## src/rtl/wb_pkg.sv

```systemverilog
// Shared definitions for the write-back queue: opcode values, the
// register-writing decode and the control FSM state encoding.
package wb_pkg;

  localparam int OPCD_W = 5;

  localparam logic [OPCD_W-1:0] OP_LW   = 5'd0;
  localparam logic [OPCD_W-1:0] OP_SW   = 5'd1;
  localparam logic [OPCD_W-1:0] OP_ADD  = 5'd2;
  localparam logic [OPCD_W-1:0] OP_SUB  = 5'd3;
  localparam logic [OPCD_W-1:0] OP_MUL  = 5'd4;
  localparam logic [OPCD_W-1:0] OP_DIV  = 5'd5;
  localparam logic [OPCD_W-1:0] OP_AND  = 5'd6;
  localparam logic [OPCD_W-1:0] OP_OR   = 5'd7;
  localparam logic [OPCD_W-1:0] OP_CMP  = 5'd8;
  localparam logic [OPCD_W-1:0] OP_NOT  = 5'd9;
  localparam logic [OPCD_W-1:0] OP_JR   = 5'd10;
  localparam logic [OPCD_W-1:0] OP_JPC  = 5'd11;
  localparam logic [OPCD_W-1:0] OP_BRLF = 5'd12;
  localparam logic [OPCD_W-1:0] OP_CALL = 5'd13;
  localparam logic [OPCD_W-1:0] OP_RET  = 5'd14;
  localparam logic [OPCD_W-1:0] OP_NOP  = 5'd15;

  typedef enum logic {
    ST_IDLE = 1'b0,
    ST_RUN  = 1'b1
  } wb_state_e;

  // True for opcodes whose result lands in the register file (CALL writes the link register)
  function automatic logic is_writing(input logic [OPCD_W-1:0] opcd);
    case (opcd)
      OP_LW, OP_ADD, OP_SUB, OP_MUL, OP_DIV,
      OP_AND, OP_OR, OP_NOT, OP_CALL: is_writing = 1'b1;
      default:                        is_writing = 1'b0;
    endcase
  endfunction

endpackage

```

## src/rtl/wb_result_fifo.sv

```systemverilog
// Circular result FIFO. Besides the head it presents every stored entry
// in age order (index 0 = oldest) with a valid mask, so the parent can
// search pending results for forwarding.
module wb_result_fifo
  import wb_pkg::*;
#(
  parameter int W     = 21,
  parameter int DEPTH = 4
) (
  input  logic                         CLOCK,
  input  logic                         RST,
  input  logic                         push,
  input  logic [W-1:0]                 push_entry,
  input  logic                         pop,
  output logic [W-1:0]                 head,
  output logic                         empty,
  output logic                         full,
  output logic [$clog2(DEPTH):0]       count,
  output logic [DEPTH-1:0][W-1:0]      entries,
  output logic [DEPTH-1:0]             valid
);

  localparam int PW = $clog2(DEPTH);
  localparam int CW = PW + 1;

  logic [W-1:0]  mem [DEPTH];
  logic [PW-1:0] wr_ptr_reg;
  logic [PW-1:0] rd_ptr_reg;
  logic [CW-1:0] count_reg;
  logic          do_push;
  logic          do_pop;

  assign empty   = (count_reg == '0);
  assign full    = (count_reg == CW'(DEPTH));
  assign do_push = push && !full;
  assign do_pop  = pop && !empty;
  assign count   = count_reg;
  assign head    = empty ? '0 : mem[rd_ptr_reg];

  // Pointers and occupancy; pointers wrap naturally since DEPTH is a power of two
  always_ff @(posedge CLOCK or posedge RST) begin
    if (RST) begin
      wr_ptr_reg <= '0;
      rd_ptr_reg <= '0;
      count_reg  <= '0;
    end else begin
      if (do_push) wr_ptr_reg <= wr_ptr_reg + PW'(1);
      if (do_pop)  rd_ptr_reg <= rd_ptr_reg + PW'(1);
      case ({do_push, do_pop})
        2'b10:   count_reg <= count_reg + CW'(1);
        2'b01:   count_reg <= count_reg - CW'(1);
        default: count_reg <= count_reg;
      endcase
    end
  end

  // Storage needs no reset: contents are only observed through the valid mask
  always_ff @(posedge CLOCK) begin
    if (do_push) mem[wr_ptr_reg] <= push_entry;
  end

  // Age-ordered view of the storage for the forwarding search
  for (genvar gi = 0; gi < DEPTH; gi++) begin : g_view
    logic [PW-1:0] slot_idx;
    assign slot_idx    = rd_ptr_reg + PW'(gi);
    assign entries[gi] = mem[slot_idx];
    assign valid[gi]   = (CW'(gi) < count_reg);
  end

endmodule

```

## src/rtl/writeback_queue.sv

```systemverilog
// Write-back stage: paces accepted instructions by a programmable slot
// length, queues register-file writes so a busy port stalls instead of
// dropping results, and lets decode forward still-pending results.
module writeback_queue
  import wb_pkg::*;
#(
  parameter int DATA_W      = 16,
  parameter int ADDR_W      = 5,
  parameter int DEPTH       = 4,
  parameter int SLOT_CYCLES = 6,
  parameter int LINK_REG    = 31,
  parameter int ZERO_RO     = 1
) (
  input  logic                     CLOCK,
  input  logic                     RST,
  input  logic                     IN_VALID,
  output logic                     IN_READY,
  input  logic [OPCD_W-1:0]        OPCD_IN,
  input  logic [ADDR_W-1:0]        ADDR_REG_IN,
  input  logic [DATA_W-1:0]        DATA_IN,
  input  logic                     OPT_BIT_IN,
  output logic                     COND,
  output logic [ADDR_W-1:0]        ADDR_REG_OUT,
  output logic [DATA_W-1:0]        DATA_OUT,
  input  logic                     RF_READY,
  input  logic [ADDR_W-1:0]        FWD_ADDR,
  output logic                     FWD_HIT,
  output logic [DATA_W-1:0]        FWD_DATA,
  output logic [$clog2(DEPTH):0]   COUNT,
  output logic                     RETIRED
);

  localparam int ENT_W  = DATA_W + ADDR_W;
  localparam int SLOT_W = (SLOT_CYCLES > 1) ? $clog2(SLOT_CYCLES) : 1;
  localparam logic [SLOT_W-1:0] SLOT_LAST = SLOT_W'(SLOT_CYCLES - 1);

  wb_state_e              state_reg;
  logic [SLOT_W-1:0]      slot_reg;
  logic                   retired_reg;

  logic                   accept;
  logic [ADDR_W-1:0]      dest_addr;
  logic                   wr_en;
  logic                   fifo_empty;
  logic                   fifo_full;
  logic [ENT_W-1:0]       head_entry;
  logic [DEPTH-1:0][ENT_W-1:0] view_entries;
  logic [DEPTH-1:0]       view_valid;

  // Readiness comes only from registered state, never from IN_VALID or RF_READY
  assign IN_READY = (state_reg == ST_RUN) && (slot_reg == '0) && !fifo_full;
  assign accept   = IN_VALID && IN_READY;
  assign RETIRED  = retired_reg;

  assign dest_addr = (OPCD_IN == OP_CALL) ? ADDR_W'(LINK_REG) : ADDR_REG_IN;
  assign wr_en     = accept && !OPT_BIT_IN && is_writing(OPCD_IN)
                     && !((ZERO_RO != 0) && (dest_addr == '0));

  // Control FSM: leave IDLE after reset, pace accepts with the slot counter, pulse RETIRED
  always_ff @(posedge CLOCK or posedge RST) begin
    if (RST) begin
      state_reg   <= ST_IDLE;
      slot_reg    <= '0;
      retired_reg <= 1'b0;
    end else begin
      retired_reg <= accept;
      case (state_reg)
        ST_IDLE: state_reg <= ST_RUN;
        ST_RUN: begin
          if (slot_reg != '0)
            slot_reg <= (slot_reg == SLOT_LAST) ? '0 : slot_reg + SLOT_W'(1);
          else if (accept && (SLOT_CYCLES > 1))
            slot_reg <= SLOT_W'(1);
        end
        default: state_reg <= ST_IDLE;
      endcase
    end
  end

  wb_result_fifo #(
    .W     (ENT_W),
    .DEPTH (DEPTH)
  ) u_fifo (
    .CLOCK      (CLOCK),
    .RST        (RST),
    .push       (wr_en),
    .push_entry ({DATA_IN, dest_addr}),
    .pop        (COND && RF_READY),
    .head       (head_entry),
    .empty      (fifo_empty),
    .full       (fifo_full),
    .count      (COUNT),
    .entries    (view_entries),
    .valid      (view_valid)
  );

  assign COND         = !fifo_empty;
  assign ADDR_REG_OUT = head_entry[ADDR_W-1:0];
  assign DATA_OUT     = head_entry[ENT_W-1:ADDR_W];

  // Forwarding search from oldest to youngest so the youngest match wins
  always_comb begin
    FWD_HIT  = 1'b0;
    FWD_DATA = '0;
    for (int k = 0; k < DEPTH; k++) begin
      if (view_valid[k] && (view_entries[k][ADDR_W-1:0] == FWD_ADDR)) begin
        FWD_HIT  = 1'b1;
        FWD_DATA = view_entries[k][ENT_W-1:ADDR_W];
      end
    end
  end

endmodule

```

## config.mk

```make
export PLATFORM = sky130hd
export DESIGN_NAME = writeback_queue
export DESIGN_NICKNAME = d
export VERILOG_FILES = /design/src/rtl/wb_pkg.sv /design/src/rtl/wb_result_fifo.sv /design/src/rtl/writeback_queue.sv
export SDC_FILE = /design/constraint.sdc
export NUM_CORES = 1
export LEC_CHECK = 0
export BUFFER_PORTS_ARGS = -buffer_cell sky130_fd_sc_hd__buf_2
export CORE_MARGIN = 2
export CORE_UTILIZATION = 35
export DETAILED_ROUTE_END_ITERATION = 10
export PLACE_DENSITY = 0.53
export SYNTH_ARGS = -nofsm -noshare
export SYNTH_HDL_FRONTEND = slang
export SYNTH_SLANG_ARGS = --single-unit
export TNS_END_PERCENT = 50
```

## constraint.sdc

```tcl
create_clock -name CLOCK -period 7 [get_ports CLOCK]
set_clock_uncertainty 0.05 [all_clocks]
set_input_delay 1.4 -clock CLOCK [delete_from_list [all_inputs] [get_ports CLOCK]]
set_output_delay 1.4 -clock CLOCK [all_outputs]
set_load 0.01 [all_outputs]
```

==> summary.md <==
| Metric | Value |
|---|---|
| Status | completed |
| Setup_tns | 0 ns |
| H-tree Lvls | 3 |
| Pre-CTS WS | 1.586 ns |
| Initial Util | 0.3561 |
| Vias | 4801 |
| Core ar. | 0.01796 mm^2 |
| Internal power | between 0.0015 and 0.002 W |
| Worst-path maximum fanout | 63 |
| Crit. Startpoint | u_fifo.rd_ptr_reg[0] |
| Chip Width | 139.2 um |
| Final setup vio count | 0 |
| Worst-path cell chain | buf_4 > mux4_2 > xnor2_2 > a31o_1 > o22ai_1 > buf_2 |
| Psw | between 0.001 and 0.0015 W |
| Sw Share | 0.4249 |
| I/O Buffers | 79 |
| Mapped Cells | 547 |
| CTS root buf | clkbuf_16 |
| Max cap viols | 0 |
| Resized cells post-CTS | 0 |
| Setup WS post-layout | 1.468 ns |
| Cts hold-fix bufs | 0 |
| Compound-Gate Fraction of Synth Area | 0.1555 |
| Clock latency at the later pin of the worst-skew pair | between 0.3 and 0.4 ns |
| RSZ-0062 raised after global routing | no |
| CP peak stage delay | 0.89 ns |
| CTS tree | done |
| Main combinational cell family by area after synthesis | multiplexers |
| Pin count of the biggest net entering global routing | 64 |
| P_leak | around 2.6 nW |
| HP Start | state_reg |
| All-Layer GR Usage | 0.1713 |
| Relative slew slack | 0.2393 |
| Fill cell count | 1710 |
| Period utilisation layout | 0.7903 |
| Top post-synthesis cells by count | edfxtp_1 (84), mux2_2 (66), nand3_1 (36) |
| Worst path arrival time | 4.08 ns |
| Syn nets | 592 |
| Area grow syn2layout | 12.75% |
| Mapped Area | ~0.0064 mm^2 |
| Slowest cell on crit path | a31o_1 |
| Clock sink count | 96 |
| Crit end category | primary output |
| Final WL | 16450 um |
| Mux cell area share after synthesis | 0.2124 |
| Ys async rst share | 0.1250 |
| RD Place Congestion | 0.8083 |
| Worst slew pin tran | 1.140 ns |
| Syn avg cell area | 11.70 um^2 |
| Top Ports | 80 |
| Min-Delay Path Class | reg -> reg |
| Max reg flops | 84 |
| DRT Pass-1 Iters | 4 |
| Nets@finish | 647 |
| Row Count | just under 50 |
| FF+latch count, synth | 96 |
| Flop pwr share | 0.291 |
| Distinct cells, synth | between 40 and 50 |
| Final Critical Period | 5.532 ns |
| Vias in the first global route | 4891 |
| FMAX | 180.8 MHz |
| TritonCTS Buffers | 9 |
| Die Footprint | 0.01938 mm^2 |
| Clock share of power | 0.168 |
| Post-CTS setup buffers | 0 |
| Initial antenna violation count | 2 |
| Share of cells above drive strength 1 | 0.3427 |
| Synth Area in Simple Gates | 0.08782 |
| Count leader, synth | edfxtp_1 |
| Area leader, netlist | edfxtp_1 |
| Ys flop type | edfxtp_1 |
| Clock tree buffer depth | 2 |
| Avg WL per Cell | 19.65 um |
| Worst path required time | 5.55 ns |
| Antenna Nets Post-Route | 0 |
| First-pass GRT wire length | 26170 um |
| Clk slew on worst S/H paths | 0.07 ns |
| Detail-routed via count per cell | 5.736 |
| Power Density | 387.1 mW/mm^2 |
| Seq/Total Area, Yosys | 0.4412 |
| DRC viols | 0 |
| Slew Viols, Final | 0 |
| Peak supply drop | 187.5 uV |
| Startpoint Class | register |
| Final Hold Fails | 0 |
| Logic gate share of total power | 0.541 |
| GRT overflow | 0 |
| DR iter-0 viols | 347 |
| Xor and xnor area share after synthesis | 0.03814 |
| Hpwl dp | 10810 um |
| Crit Path Class | reg -> out |
| Post-Synth Adder-Cell Area | 0.01760 |
| EDFF count, synth | between 80 and 90 |
| Die height | between 100 and 150 um |
| Reg-to-reg startpoint | u_fifo.count[0] |
| Synth top area share | 0.3943 |
| Ys Warns | 0 |
| Synth area leaders | edfxtp_1 (39%), mux2_2 (12%), mux4_2 (6.3%), dfrtp_1 (4.7%), mux2i_1 (3.3%) |
==> kinds of logic after synthesis <==
| kind of cell | after synthesis |
|---|---|
| buffers and inverters | 58 |
| flip-flops | 96 |
| XOR/XNOR | 27 |
| AO/OA/AOI/OAI | 139 |
| adder cells (fa/ha/maj) | 9 |
| AND/OR/NAND/NOR | 112 |
| multiplexers | 105 |
| other | 1 |
==> power by group through the flow <==
| stage | sequential [W] | combinational (W) | clock [W] |
|---|---|---|---|
| floorplan | 0.000700 | 0.00124 | 0 |
| global placement | 0.000821 | 0.00149 | 0 |
| detailed placement | 0.000828 | 0.00151 | 0 |
| CTS | 0.000817 | 0.00151 | 0.000479 |
| global route | 0.000832 | 0.00165 | 0.000500 |
| finish | 0.000813 | 0.00151 | 0.000469 |
==> worst paths after layout <==
path | endpoint | slack [ns] | depth (start not counted)
setup reg to reg | u_fifo.mem[0][11] | 3.70 | 9
min in group asynchronous | slot_reg[1] | 1.01 | 2
hold / removal | slot_reg[0] | 0.45 | 1
setup / recovery | FWD_DATA[1] | 1.47 | 6
max in group asynchronous | u_fifo.rd_ptr_reg[0] | 5.50 | 2
hold reg to reg | slot_reg[0] | 0.45 | 1
==> per-layer routing <==
metal  part of all wire  wire length [um]  up-vias  GRT usage
met4              0.021               338        2    0.07177
li1                   -                 -     2240          -
met3              0.049               803       25    0.03004
met5            0.00079                13        -          0
met1               0.44              7232     2395     0.2207
met2               0.49              8060      139     0.2857
==> area by class of cell <==
type / count / area [um^2] / share of cell area
Tap cell: 229 / 286.5 / 0.03972
Antenna cell: 1 / 2.502 / 0.0003469
Multi-Input combinational cell: 393 / 3276 / 0.4541
Sequential cell: 96 / 2830 / 0.3924
Inverter: 9 / 33.78 / 0.004683
Timing Repair Buffer: 93 / 500.5 / 0.06938
Clock inverter: 4 / 17.52 / 0.002428
Clock buffer: 12 / 266.5 / 0.03695
==> stage by stage <==
step	cells	total power [W]	util	instance area (um^2)	hold slack [ns]
floorplan	547	0.001944	-	6397	0.4115
global placement	820	0.002306	0.3856	6927	0.4316
detailed placement	820	0.002336	0.3856	6927	0.4398
CTS	836	0.002809	0.4014	7211	0.4456
global route	836	0.002981	0.4014	7211	0.4903
finish	837	0.002792	0.4015	7213	0.4518
==> critical path, delay by kind of cell (launching register included) <==
kind	cells	cell delay, ns
AO/OA/AOI/OAI	2	1.12
XOR/XNOR	1	0.52
buffers and inverters	2	0.80
flip-flops	1	0.84
multiplexers	1	0.43
==> placed cells by master, fill, tap and decap left out, types with 2 or more instances in the layout <==
master	count
xor2_1	10
o22ai_2	10
mux4_2	18
or3_1	2
clkbuf_16	9
nand2_1	24
nand2b_1	6
xnor2_1	16
nor2_1	20
buf_4	14
a21oi_1	19
nor3_1	2
o2111ai_1	16
nand3_1	36
o211a_1	16
clkbuf_8	3
edfxtp_1	84
a31oi_1	32
buf_2	79
mux2i_1	21
clkinv_1	3
clkinv_2	2
o21ai_0	34
dfrtp_1	10
and2_1	11
inv_1	8
dfrtp_4	2
o22ai_1	6
nand4_1	3
ha_1	9
mux2_2	66
(Power assumes the default switching activity.)
